--- config.mk ---
export PLATFORM = sky130hd
export DESIGN_NAME = arb_client
export DESIGN_NICKNAME = d
export VERILOG_FILES = /design/src/rtl/arb_client.sv
export SDC_FILE = /design/constraint.sdc
export NUM_CORES = 1
export LEC_CHECK = 0
export ABC_AREA = 1
export CAP_MARGIN = 5
export CORE_MARGIN = 2
export CORE_UTILIZATION = 32
export CTS_BUF_LIST = sky130_fd_sc_hd__clkbuf_8 sky130_fd_sc_hd__clkbuf_16
export CTS_CLUSTER_DIAMETER = 120
export DETAILED_ROUTE_END_ITERATION = 12
export GPL_TIMING_DRIVEN = 0
export HOLD_SLACK_MARGIN = 0.08
export PLACE_DENSITY = 0.57
export REMOVE_ABC_BUFFERS = 1
export SETUP_SLACK_MARGIN = 0.02
export SYNTH_ARGS = -nofsm -noshare
export SYNTH_HDL_FRONTEND = slang
export SYNTH_SLANG_ARGS = --single-unit
--- constraint.sdc ---
create_clock -name clk -period 2.1 [get_ports clk]
set_input_delay 0.525 -clock clk [delete_from_list [all_inputs] [get_ports clk]]
set_output_delay 0.525 -clock clk [all_outputs]
set_load 0.01 [all_outputs]
--- src/rtl/arb_client.sv ---
// rtl/arb_client.sv - requester-side arbiter client: request, burst transfer, grant-loss abort
// Optional grant-wait timeout: define ARB_CLIENT_TIMEOUT_EN (limit set by TIMEOUT, must be >= 1).
module arb_client #(
    parameter int DATA_W  = 32,
    parameter int LEN_W   = 4,
    parameter int TIMEOUT = 15
) (
    input  logic              clk,
    input  logic              reset,
    input  logic              cmd_valid,
    output logic              cmd_ready,
    input  logic [LEN_W-1:0]  cmd_len,
    input  logic [DATA_W-1:0] cmd_data,
    output logic              req,
    input  logic              gnt,
    output logic              bus_valid,
    output logic [DATA_W-1:0] bus_data,
    output logic              bus_last,
    output logic              done,
    output logic              err,
    output logic              busy
);

    typedef enum logic [1:0] {
        S_IDLE  = 2'd0,
        S_REQ   = 2'd1,
        S_XFER  = 2'd2,
        S_DRAIN = 2'd3
    } state_t;

    state_t              state_q;
    logic [LEN_W-1:0]    len_q;
    logic [DATA_W-1:0]   base_q;
    // One bit wider than len so the count can reach 2^LEN_W without wrapping.
    logic [LEN_W:0]      count_q;
    logic                req_q;
    logic                bus_valid_q;
    logic [DATA_W-1:0]   bus_data_q;
    logic                bus_last_q;
    logic                done_q;
    logic                err_q;

    logic [DATA_W-1:0]   beat_data_d;
    logic                last_beat_d;

`ifdef ARB_CLIENT_TIMEOUT_EN
    localparam int WAIT_W = (TIMEOUT > 1) ? $clog2(TIMEOUT + 1) : 1;
    localparam logic [WAIT_W-1:0] WAIT_LIMIT = WAIT_W'(TIMEOUT - 1);
    logic [WAIT_W-1:0]   wait_q;
`else
    localparam int timeout_unused = TIMEOUT;
`endif

    // Payload of the beat about to be emitted; wraps silently modulo 2^DATA_W.
    assign beat_data_d = base_q + DATA_W'(count_q);
    assign last_beat_d = (count_q == {1'b0, len_q});

    // A grant still high from the previous burst blocks a new command.
    assign cmd_ready = (state_q == S_IDLE) && !gnt;
    assign busy      = (state_q != S_IDLE);

    assign req       = req_q;
    assign bus_valid = bus_valid_q;
    assign bus_data  = bus_data_q;
    assign bus_last  = bus_last_q;
    assign done      = done_q;
    assign err       = err_q;

    // Client state machine with all bus/handshake outputs registered.
    always_ff @(posedge clk) begin
        if (reset) begin
            state_q     <= S_IDLE;
            len_q       <= '0;
            base_q      <= '0;
            count_q     <= '0;
            req_q       <= 1'b0;
            bus_valid_q <= 1'b0;
            bus_data_q  <= '0;
            bus_last_q  <= 1'b0;
            done_q      <= 1'b0;
            err_q       <= 1'b0;
`ifdef ARB_CLIENT_TIMEOUT_EN
            wait_q      <= '0;
`endif
        end else begin
            done_q <= 1'b0;
            err_q  <= 1'b0;
            case (state_q)
                S_IDLE: begin
                    req_q       <= 1'b0;
                    bus_valid_q <= 1'b0;
                    bus_last_q  <= 1'b0;
                    if (cmd_valid && cmd_ready) begin
                        len_q   <= cmd_len;
                        base_q  <= cmd_data;
                        count_q <= '0;
                        req_q   <= 1'b1;
                        state_q <= S_REQ;
`ifdef ARB_CLIENT_TIMEOUT_EN
                        wait_q  <= '0;
`endif
                    end
                end
                S_REQ: begin
                    if (gnt) begin
                        bus_valid_q <= 1'b1;
                        bus_data_q  <= base_q;
                        bus_last_q  <= (len_q == '0);
                        count_q     <= (LEN_W+1)'(1);
                        if (len_q == '0) begin
                            done_q  <= 1'b1;
                            req_q   <= 1'b0;
                            state_q <= S_DRAIN;
                        end else begin
                            state_q <= S_XFER;
                        end
                    end
`ifdef ARB_CLIENT_TIMEOUT_EN
                    else if (wait_q == WAIT_LIMIT) begin
                        err_q   <= 1'b1;
                        req_q   <= 1'b0;
                        state_q <= S_DRAIN;
                    end else begin
                        wait_q  <= wait_q + 1'b1;
                    end
`endif
                end
                S_XFER: begin
                    if (gnt) begin
                        bus_valid_q <= 1'b1;
                        bus_data_q  <= beat_data_d;
                        bus_last_q  <= last_beat_d;
                        count_q     <= count_q + 1'b1;
                        if (last_beat_d) begin
                            done_q  <= 1'b1;
                            req_q   <= 1'b0;
                            state_q <= S_DRAIN;
                        end
                    end else begin
                        // Grant withdrawn mid-burst: abandon the remaining beats.
                        err_q       <= 1'b1;
                        req_q       <= 1'b0;
                        bus_valid_q <= 1'b0;
                        bus_last_q  <= 1'b0;
                        state_q     <= S_DRAIN;
                    end
                end
                S_DRAIN: begin
                    req_q       <= 1'b0;
                    bus_valid_q <= 1'b0;
                    bus_last_q  <= 1'b0;
                    if (!gnt) begin
                        state_q <= S_IDLE;
                    end
                end
                default: begin
                    state_q <= S_IDLE;
                end
            endcase
        end
    end

endmodule

# Yosys cells after proc, flatten, opt, wreduce, memory -nomap -nowiden
# Cells that the tools add are included.
# classes
bitwise_logic	1
eq_ne	10
n_reduce_logical	15
addsub	2
mux	32
# ops
operator	count
2-to-1 mux 32 bit	2
case mux 32 bit (2 select lines)	1
adder 32 x 5 -> 32 bit	1
2-to-1 mux 1 bit	15
2-to-1 mux 5 bit	3
case mux 5 bit (3 select lines)	1
2-to-1 mux 2 bit	5
inequality test 2 bit (second input constant)	4
case mux 2 bit (4 select lines)	1
AND reduction 4 bit	2
case mux 1 bit (3 select lines)	2
AND reduction 3 bit	2
adder 5 x 1 -> 5 bit (second input constant)	1
== test 5 x 4 -> 1 bit	1
== test 2 bit (second input constant)	2
logical NOT 4 bit	1
case mux 1 bit (4 select lines)	1
nonzero test 2 bit	2
OR reduction 2 bit	2
inequality test 3 bit (second input constant)	1
nonzero test 3 bit	1
== test 2 x 1 -> 1 bit (second input constant)	1
logical AND 1 bit	2
logical NOT 2 bit	1
other kinds (5)	5
# word_totals
regBits	80
output_inout_bits	39
in_bits	40
word_cells	70

# Logic depth before layout (Yosys ltp)
# logic_depth
word_depth	5
depth_mapped	12
ltp_nobuf	12

# Worst setup path before layout
# OpenSTA, ideal clock, no wires.
# synth_timing
kind	reg2reg
startpoint	register count_q[0]
endpoint	register bus_data_q[26], in the netlist bus_data[26]
t_arrival_ns	1.582
setup_time_ns	0.119
stages_incl_launch_ff	13
period_less_slack_ns	1.701
path_buffers	0
setup_slack_ns	0.399
t_required_ns	1.981
path_cell_list	dfxtp_1 -> ha_1 -> fa_1 -> nand2_1 -> nand3_1 -> nand3_2 -> nand2_4 -> nand2_1 -> inv_1 -> nand2_1 -> nand2_1 -> nand2_1 -> a21oi_1
# synth_between
elab_chain_len	3
# synth_rtl
item	line	text
start, declared	35	logic [LEN_W:0] count_q;
start signal, assigned	109	count_q <= (LEN_W+1)'(1);
start signal, assigned	133	count_q <= count_q + 1'b1;
adder 32 x 5 -> 32 bit	55	assign beat_data_d = base_q + DATA_W'(count_q);
2-to-1 mux 32 bit	129	if (gnt) begin
case mux 32 bit (2 select lines)	88	case (state_q)
end signal, assigned	107	bus_data_q <= base_q;
end signal, assigned	131	bus_data_q <= beat_data_d;
end, declared	38	logic [DATA_W-1:0] bus_data_q;
# No other way between the ends. The select of a mux whose other input is x is not followed.
# A chain may end at the register's enable or synchronous reset.

# Worst setup path after layout
# layout_timing
startpoint	input cmd_valid
endpoint	register state_q[0]
# layout_between
elab_chain_len	3
# layout_rtl
item	line	text
start, declared	10	input logic cmd_valid,
logical AND 1 bit	93	if (cmd_valid && cmd_ready) begin
inequality test 2 x 1 -> 1 bit (no line)	--	
AND reduction 4 bit (no line)	--	
end signal, assigned	98	state_q <= S_REQ;
end signal, assigned	113	state_q <= S_DRAIN;
end signal, assigned	115	state_q <= S_XFER;
end, declared	31	state_t state_q;
# No other way between the ends.

==> results.yml <==
floorplanning:
  rows: 41
  start_util: 0.328
  fp.dieArea_sq_um: 13900
  ios: 79
  die_h_microns: 118
  die_w_microns: 118
  core_area_sq_um: 12600
cells_and_area:
  nets: 707
  area_growth_pct: 31.4
  layout-drive-gt1-share: 0.0894
  insertedDiodeCount: 0
timing:
  fmax_mhz: 513
  maxSlewViolCount: 0
  fin_crit_sh: 0.928
  fin_skew_ps: 5.88
  timing.slew.headroom: 0.621
  finalHoldViolations: 0
  fin_setup_tns_ps: 0
  rsz0062_at_grt: "no"
  worstMarginPinSlew_ps: 568
  period_needed_ps: 1950
  setup-violations-final: 0
global_routing:
  grt_pass1_vias: 3833
  grt_usage: 0.165
  use_met1: 0.212
  grt_first_pass_wirelength_microns: 18600
  grt_start_max_net_pins: 64
  grt-ovfl-total: 0
  grt.met3_usage: 0.0276
  busiest_layer: "met2"
  antenna_found_initial: 0
  grtUsageMet2: 0.274
yosys:
  seq_area_frac_synth: 0.386
  syn_avg_cell_area_sq_um: 7.11
  synthCells: 583
  async_flop_share: 0
  ys_types: 41
  ys_ff_latch: 80
  synth_edf_count: 0
  ys.flop_type: "dfxtp_1"
  syn_area_sq_um: 4140
  yosys_warnings: 0
routing:
  postRouteAntennaNets: 0
  firstDrtPassIters: 4
  routedWlPerCell_microns: 13.8
  wl_microns: 11500
  drt-initial-drc-count: 195
  drc: 0
  routed-via-count: 3963
  via_per_inst: 4.76
worst_setup_path:
  endpoint_kind: "register"
  reg2reg_depth: 11
  cp.arrival_ps: 2140
  critical_path_class: "primary input to register"
  r2r_setup_slack_ps: 180
  cp_max_fo: 29
  critPathRequiredTime_ps: 2290
  reg2reg_to: "state_q[0]$_SDFFE_PP0P_"
  endpoint: "state_q[0]$_SDFFE_PP0P_"
  crit_path_start_kind: "primary input"
  worstSetupStartpoint: "cmd_valid"
  r2r-start: "state_q[0]$_SDFFE_PP0P_"
flow_run:
  maxCapViolations: 0
hold_path:
  hp-class: "register to register"
cts:
  cts.htree.levels: 3
  cts.sinks: 80
  clock_latency_ps: 340
  cts-root-buf: "clkbuf_16"
  cts.hold.buffers_added: 0
  cts_buffers: 9
  clockBufferDepth: 2
  path_clk_slew_ps: 60
  cts_tree: "yes"
pwr:
  powerDensity_nw_per_um2: 1010
  p_total_uw: 5500
  ir_drop_mv: 0.472
  leakagePower_uw: 0.00214
outcome:
  status: "finished clean"
placement:
  place.detailed.hpwl_microns: 7790
  place_congestion: 0.891
  port_buffers: 78
metal layers:
metal / part of all wire / wire (microns)
met5: 0 / 0
met4: 0.019 / 219
met1: 0.48 / 5460
met3: 0.037 / 428
met2: 0.47 / 5370
where the power goes:
group          switching [uW]  total [uW]  leakage [uW]  internal [uW]
Clock                     601        1570      0.000158            972
Sequential                256        2110      0.000654           1860
Combinational             997        1810       0.00132            818
Total                    1850        5500       0.00214           3650
metrics by stage:
stage / utilization / cells / area, sq um / hold WS (ps) / setup WS [ps]
2_1_floorplan: - / 560 / 4030 / 447 / -132
3_3_place_gp: 0.398 / 810 / 5030 / 458 / -1800
3_5_place_dp: 0.400 / 811 / 5050 / 462 / -1380
4_1_cts: 0.428 / 830 / 5410 / 472 / 23.6
5_1_grt: 0.431 / 832 / 5440 / 501 / 22.7
6_report: 0.431 / 832 / 5440 / 472 / 150
worst min path at each step:
stage | from | end | slack, ps | cells after the start
2_1_floorplan | base_q[31]$_SDFFE_PP0P_ | base_q[31]$_SDFFE_PP0P_ | 450 | 2
3_3_place_gp | base_q[31]$_SDFFE_PP0P_ | base_q[31]$_SDFFE_PP0P_ | 460 | 2
3_5_place_dp | bus_valid$_SDFFE_PP0N_ | bus_valid$_SDFFE_PP0N_ | 460 | 2
4_1_cts | bus_valid$_SDFFE_PP0N_ | bus_valid$_SDFFE_PP0N_ | 470 | 2
5_1_grt | req$_SDFFE_PP0P_ | req$_SDFFE_PP0P_ | 500 | 2
6_report | bus_valid$_SDFFE_PP0N_ | bus_valid$_SDFFE_PP0N_ | 470 | 2
cells by family after synthesis:
logic type / share of synthesized area
xor+xnor: 0.0402
simple gates: 0.268
buf+inv: 0.0951
fa+ha+maj: 0.0380
compound gates: 0.172
flops: 0.386
cell type report:
class,count,area [sq um]
multi-input cells,408,2210
flip-flops and latches,80,1600
inverters,73,287
clock inverters,5,47.5
repair buffers,83,832
fillers,1353,7180
clock buffers,11,253
well taps,172,215
synthesized netlist by cell type, types with 4 or more instances:
cell      number  area share
buf_2         11       0.013
o21ai_0       53       0.064
nand2_1      127        0.12
nor2_4         5       0.014
nand2_2        6      0.0091
dfxtp_1       80        0.39
xor2_1        16       0.034
nor3_1         9       0.011
ha_1          11       0.033
nand4_1       15       0.023
clkbuf_1       9      0.0082
nand3_2        5       0.012
nor2_1        33       0.030
nand3_1       26       0.031
o21ai_1        4      0.0048
inv_1         67       0.061
a21oi_1       71       0.086
critical path, cell delays in order:
cell and delay (ps):
clkdlybuf4s50_1 690, nand2_8 190, nand2_1 140, nand2_1 60, a21oi_1 250, nand2_1 130
nand2_1 80, a21oi_1 60
registers in the layout, summed over array words and instances (netlist names):
name       cells
base_q        32
bus_data      32
bus_last       1
bus_valid      1
count_q        5
done           1
err            1
len_q          4
req            1
state_q        2
layout by cell type (no fill, tap or decap), types with 10 or more instances in the layout:
master / n
nand2_1: 127
inv_1: 67
o21ai_0: 53
xor2_1: 16
nor2_1: 33
a21oi_1: 71
dfxtp_1: 78
ha_1: 10
nand4_1: 15
nand3_1: 25
clkdlybuf4s50_1: 74
repair_timing:
action	CTS	global route
pin swaps	2	2
setup buffers	3	1
setup endpoints to repair	80	32
gates resized for setup	16	6
cloned	0	1
Power figures use the tool's default switching activity.
